==> src/rtl/profiler_pkg.sv <==
// Shared types and constants for the profiler snapshot streamer.
// The checksum byte is enabled by defining PROFILER_SNAPSHOT_CHECKSUM_EN.
package profiler_pkg;

  localparam logic [7:0] FRAME_HEADER = 8'hA5;
  localparam int DEFAULT_NUM_COUNTERS = 9;
  localparam int COUNTER_W = 32;

  typedef enum logic [2:0] {
    IDLE,
    HEADER,
    SEQ,
    DATA,
    CSUM
  } snapshot_state_t;

endpackage

==> src/rtl/profiler_snapshot_streamer_timer.sv <==
// Free-running sample period timer; emits a one-cycle tick each period.
// Held at zero while enable is low.
module period_timer #(
  parameter int SAMPLE_PERIOD = 1000000
) (
  input  logic clk,
  input  logic rst,
  input  logic enable,
  output logic tick
);

  localparam int CW = $clog2(SAMPLE_PERIOD);
  localparam logic [CW-1:0] LAST = CW'(SAMPLE_PERIOD - 1);

  logic [CW-1:0] count;

  assign tick = enable && (count == LAST);

  always_ff @(posedge clk or posedge rst) begin
    if (rst) begin
      count <= '0;
    end else if (!enable || tick) begin
      count <= '0;
    end else begin
      count <= count + CW'(1);
    end
  end

endmodule

==> src/rtl/profiler_snapshot_streamer.sv <==
// Captures profiler counters every sample period and streams them as a
// framed byte sequence. Checksum byte: PROFILER_SNAPSHOT_CHECKSUM_EN.
module profiler_snapshot_streamer
  import profiler_pkg::*;
#(
  parameter int SAMPLE_PERIOD = 1000000,
  parameter int NUM_COUNTERS  = DEFAULT_NUM_COUNTERS
) (
  input  logic                              clk,
  input  logic                              rst,
  input  logic                              enable,
  input  logic [NUM_COUNTERS*COUNTER_W-1:0] counters,
  output logic [7:0]                        tx_data,
  output logic                              tx_valid,
  input  logic                              tx_ready,
  output logic                              busy,
  output logic [7:0]                        frame_seq,
  output logic [15:0]                       overrun_count
);

  localparam int NB = 4 * NUM_COUNTERS;
  localparam int IW = $clog2(NB);
  localparam int BW = NUM_COUNTERS * COUNTER_W;
  localparam logic [IW-1:0] LAST_IDX = IW'(NB - 1);

  snapshot_state_t state, state_n;

  logic [BW-1:0] bank;
  logic [IW-1:0] idx, idx_n, idx_nx;
  logic [7:0]    data_n, seq_cnt, seq_n, fseq_n;
  logic [15:0]   ovr_n;
  logic          valid_n, load, tick, xfer;

  period_timer #(
    .SAMPLE_PERIOD(SAMPLE_PERIOD)
  ) u_timer (
    .clk   (clk),
    .rst   (rst),
    .enable(enable),
    .tick  (tick)
  );

  assign xfer   = tx_valid && tx_ready;
  assign busy   = (state != IDLE);
  assign idx_nx = (idx == LAST_IDX) ? '0 : idx + IW'(1);

`ifdef PROFILER_SNAPSHOT_CHECKSUM_EN
  logic [7:0] sum, sum_n, sum_all;

  // Running sum includes the byte transferring this cycle.
  assign sum_all = sum + tx_data;

  always_comb begin
    sum_n = sum;
    if (load) begin
      sum_n = '0;
    end else if (xfer) begin
      sum_n = sum_all;
    end
  end

  always_ff @(posedge clk or posedge rst) begin
    if (rst) begin
      sum <= '0;
    end else begin
      sum <= sum_n;
    end
  end
`endif

  always_comb begin
    state_n = state;
    idx_n   = idx;
    data_n  = tx_data;
    valid_n = tx_valid;
    seq_n   = seq_cnt;
    fseq_n  = frame_seq;
    ovr_n   = overrun_count;
    load    = 1'b0;

    if (tick) begin
      if (state == IDLE) begin
        load    = 1'b1;
        state_n = HEADER;
        idx_n   = '0;
        valid_n = 1'b1;
        data_n  = FRAME_HEADER;
      end else if (overrun_count != 16'hFFFF) begin
        ovr_n = overrun_count + 16'd1;
      end
    end

    unique case (state)
      IDLE: begin
      end
      HEADER: begin
        if (xfer) begin
          state_n = SEQ;
          data_n  = seq_cnt;
          fseq_n  = seq_cnt;
          seq_n   = seq_cnt + 8'd1;
        end
      end
      SEQ: begin
        if (xfer) begin
          state_n = DATA;
          idx_n   = '0;
          data_n  = bank[7:0];
        end
      end
      DATA: begin
        if (xfer) begin
          if (idx == LAST_IDX) begin
`ifdef PROFILER_SNAPSHOT_CHECKSUM_EN
            state_n = CSUM;
            data_n  = 8'd0 - sum_all;
`else
            state_n = IDLE;
            valid_n = 1'b0;
`endif
          end else begin
            idx_n  = idx_nx;
            data_n = bank[8*int'(idx_nx) +: 8];
          end
        end
      end
      CSUM: begin
        if (xfer) begin
          state_n = IDLE;
          valid_n = 1'b0;
        end
      end
      default: begin
        state_n = IDLE;
        valid_n = 1'b0;
      end
    endcase
  end

  always_ff @(posedge clk or posedge rst) begin
    if (rst) begin
      state         <= IDLE;
      idx           <= '0;
      tx_data       <= '0;
      tx_valid      <= 1'b0;
      seq_cnt       <= '0;
      frame_seq     <= '0;
      overrun_count <= '0;
    end else begin
      state         <= state_n;
      idx           <= idx_n;
      tx_data       <= data_n;
      tx_valid      <= valid_n;
      seq_cnt       <= seq_n;
      frame_seq     <= fseq_n;
      overrun_count <= ovr_n;
    end
  end

  // Bank only moves on an accepted tick so each frame is coherent.
  always_ff @(posedge clk or posedge rst) begin
    if (rst) begin
      bank <= '0;
    end else if (load) begin
      bank <= counters;
    end
  end

endmodule

==> config.mk <==
export PLATFORM = sky130hd
export DESIGN_NAME = profiler_snapshot_streamer
export DESIGN_NICKNAME = d
export VERILOG_FILES = /design/src/rtl/profiler_pkg.sv /design/src/rtl/profiler_snapshot_streamer_timer.sv /design/src/rtl/profiler_snapshot_streamer.sv
export SDC_FILE = /design/constraint.sdc
export NUM_CORES = 1
export LEC_CHECK = 0
export BUFFER_PORTS_ARGS = -buffer_cell sky130_fd_sc_hd__buf_4
export CAP_MARGIN = 20
export CORE_MARGIN = 4
export CORE_UTILIZATION = 56
export DETAILED_ROUTE_END_ITERATION = 10
export PLACE_DENSITY = 0.88
export SLEW_MARGIN = 20
export SYNTH_ARGS = -nofsm -noshare
export SYNTH_HDL_FRONTEND = slang
export SYNTH_SLANG_ARGS = --single-unit
==> constraint.sdc <==
create_clock -name clk -period 17.9 [get_ports clk]
set_clock_uncertainty 0.1 [all_clocks]
set_input_delay 3.58 -clock clk [delete_from_list [all_inputs] [get_ports clk]]
set_output_delay 3.58 -clock clk [all_outputs]
set_load 0.01 [all_outputs]
==> flow_summary.json <==
{
  "status": "complete, no violations",
  "setup_violations": 0,
  "synth_area_um2": 17010,
  "worst_hold_slack_ns": 0.3648,
  "grt_max_degree": 134,
  "startpoint_type": "input port",
  "grt_pass1_wl_um": 80280,
  "design_area_um2": 20840,
  "tightest_slew_ns": 0.9704,
  "ys_seq_area_share_pct": 52.65,
  "post_route_cells_drive_above_1_share_pct": 19.25,
  "post-route-min-period_ns": 5.975,
  "chipHeight_um": 182.3,
  "path_cells": "buf_4 -> and4_4 -> buf_4 -> buf_6 -> o21ai_0 -> a21oi_1 -> o311ai_1",
  "synth_edf_count": 0,
  "clkLatencyLatePin_ns": 0.53,
  "ys_top_cells_by_area": "dfrtp_1 (53%), nand2_1 (24%), nand3_1 (2.2%)",
  "syn2layout_area_growth_pct": 22.48,
  "io_pins": 326,
  "std_cell_rows": 63,
  "clk_path_buf_depth": 3,
  "die-area_um2": 33240,
  "finalHoldViolations": 0,
  "initialDrtViolationCount": 1757,
  "min_path_type": "reg -> reg",
  "cts_buffers": 39,
  "slowest_delay_ns": 0.73,
  "port_buffers": 325,
  "avgViaCountPerCell": 5.707,
  "fmax_mhz": 167.4,
  "nNetsFinal": 2595,
  "clkTransAtPathRegs_ns": 0.06,
  "dr.pass1.iters": 8,
  "detail-route-antenna-nets": 0,
  "yosysWarnings": 0,
  "drv_slew": 0,
  "syn_area_per_cell_um2": 8.389,
  "yosysUniqueCellTypes": 69,
  "dpl-instance-area_um2": 19430,
  "wl_um": 51310,
  "clock_sinks": 358,
  "path_max_fanout": 109,
  "overflow": 0,
  "crit_path_frequent_cell": "buf_4",
  "dr_total_vias": 15510,
  "grt_usage_pct": 30.23,
  "final_cells": 2718,
  "cts_tree": "done",
  "chipWidth_um": 182.3,
  "powerDensity_nw_per_um2": 83.98,
  "yosysTopAreaCellShare_pct": 52.65,
  "hpwlAfterDp_um": 35760,
  "ctsResizeCount": 0,
  "holdBufCountCts": 0,
  "drc": 0,
  "fp.coreArea_um2": 29800,
  "synth_cells": 2028,
  "required_ns": 18.16,
  "routabilityCongestion": 0.9499,
  "slowest_stage": "buf_4",
  "setup_tns_ns": 0,
  "grt_antenna_before_repair": 3,
  "endpoint_kind": "flip-flop",
  "h-tree-depth": 2,
  "synth_nets": 2324,
  "grt_pass1_vias": 15270,
  "cap_violations": 0,
  "ys_seq_elements": 358,
  "arrival_ns": 6.23,
  "place_inst": 2647,
  "initial_core_util_pct": 57.10,
  "cts_root_buffer": "clkbuf_16",
  "yosys.area.top_type": "dfrtp_1",
  "cts_setup_buffers": 0,
  "vdd_drop_max_uv": 72.55,
  "wire_per_inst_um": 18.88,
  "async_flop_share_pct": 100.0,
  "ys.flop_type": "dfrtp_1",
  "min_period_over_period_pct": 33.38,
  "timing_worst_setup_path_type": "in -> reg",
  "maxSlewHeadroom_pct": 35.31,
  "p_leak_nw": 10.95,
  "rsz0062_at_grt": "no"
}
## flip-flops by register name, indices dropped and copies added (netlist names), 3 cells and up
register,cells
bank,288
u_timer.count,20
overrun_count,16
frame_seq,8
seq_cnt,8
tx_data,8
idx,6
state,3
## worst paths after layout
check / startpoint / endpoint / slack, ns / depth (start not counted)
max: enable / tx_data[3]$_DFF_PP0_ / 11.93 / 7
min: bank[165]$_DFFE_PP0P_ / bank[165]$_DFFE_PP0P_ / 0.36 / 2
max reg2reg: idx[0]$_DFF_PP0_ / tx_data[6]$_DFF_PP0_ / 12.89 / 10
min reg2reg: bank[165]$_DFFE_PP0P_ / bank[165]$_DFFE_PP0P_ / 0.36 / 2
max in group asynchronous: rst / bank[252]$_DFFE_PP0P_ / 12.22 / 4
min in group asynchronous: rst / u_timer.count[2]$_DFF_PP0_ / 3.14 / 2
## stage by stage
stage / setup slack [ns] / utilization [%] / total power [mW]
2_1_floorplan: 4.286 / - / 0.8393
3_3_place_gp: 11.32 / 65.21 / 0.8994
3_5_place_dp: 11.22 / 65.21 / 0.8989
4_1_cts: 11.75 / 69.87 / 1.758
5_1_grt: 11.72 / 69.94 / 1.799
6_report: 11.93 / 69.94 / 1.750
## critical path, delay by kind of cell
kind                   cells  cell delay (ns)
AO/OA/AOI/OAI              3             0.52
AND/OR/NAND/NOR            1             0.45
buffers and inverters      3             1.53
## placed cells by master, fill, tap and decap left out, types with 9 or more instances in the layout
cell and instances:
nand2_1 1087, dfrtp_1 358, buf_4 340, nand3_1 76, nor2_1 50, clkbuf_16 41, mux2i_1 26, a31oi_1 26
xnor2_1 25, o21ai_0 23, inv_1 20, nand4_1 20, xor2_1 18, a21oi_1 16, and3_1 14, o211ai_1 13
nor3_1 12, a32oi_1 12, mux2_2 9, clkbuf_8 9, clkbuf_1 9
## cell usage after synthesis, types with 5 or more instances
master / number
nand2_1: 1087
dfrtp_1: 358
nand3_1: 76
nor2_1: 53
buf_2: 52
clkbuf_1: 27
a31oi_1: 26
mux2i_1: 26
xnor2_1: 25
buf_6: 23
o21ai_0: 23
inv_1: 21
nand4_1: 20
a21oi_1: 18
xor2_1: 18
and3_1: 14
o211ai_1: 13
a32oi_1: 12
nor3_1: 12
buf_4: 10
mux2_2: 9
mux4_2: 8
and2_1: 6
o221ai_1: 6
a211oi_1: 5
nor4_1: 5
o31ai_1: 5
## final cells by class
cell class                      instances  area [µm²]
Inverter                               21       86.33
Tap cell                              390       488.0
Multi-Input combinational cell       1535        7322
Fill cell                            2299        8957
Clock inverter                         10       203.9
Antenna cell                            1       2.502
Timing Repair Buffer                  344        2594
Clock buffer                           59        1184
Sequential cell                       358        8959
## report_power, final
| group | switching, mW | internal [mW] |
|---|---|---|
| clock | 0.324 | 0.542 |
| sequential | 0.000592 | 0.810 |
| combinational | 0.0319 | 0.0417 |
## cells by family (layout without fill, tap and decap cells)
group	after synthesis	after routing	share of synthesized area, %
AND/OR/NAND/NOR	1303	1303	31.05
flip-flops	358	358	52.65
AO/OA/AOI/OAI	142	142	6.008
buffers and inverters	135	434	4.596
XOR/XNOR	43	43	2.214
multiplexers	43	43	3.184
adder cells (fa/ha/maj)	4	4	0.2942
other	0	1	0
## metal layers
metal	part of all wire [%]	up-vias	wire length [µm]	track usage, %
li1	-	7109	-	-
met1	38	7389	19650	39.43
met2	48	831	24410	48.72
met3	8.7	179	4472	5.960
met4	5.4	4	2760	14.98
met5	0.037	-	19	0
Note: power is estimated with default switching activity, not from simulation.
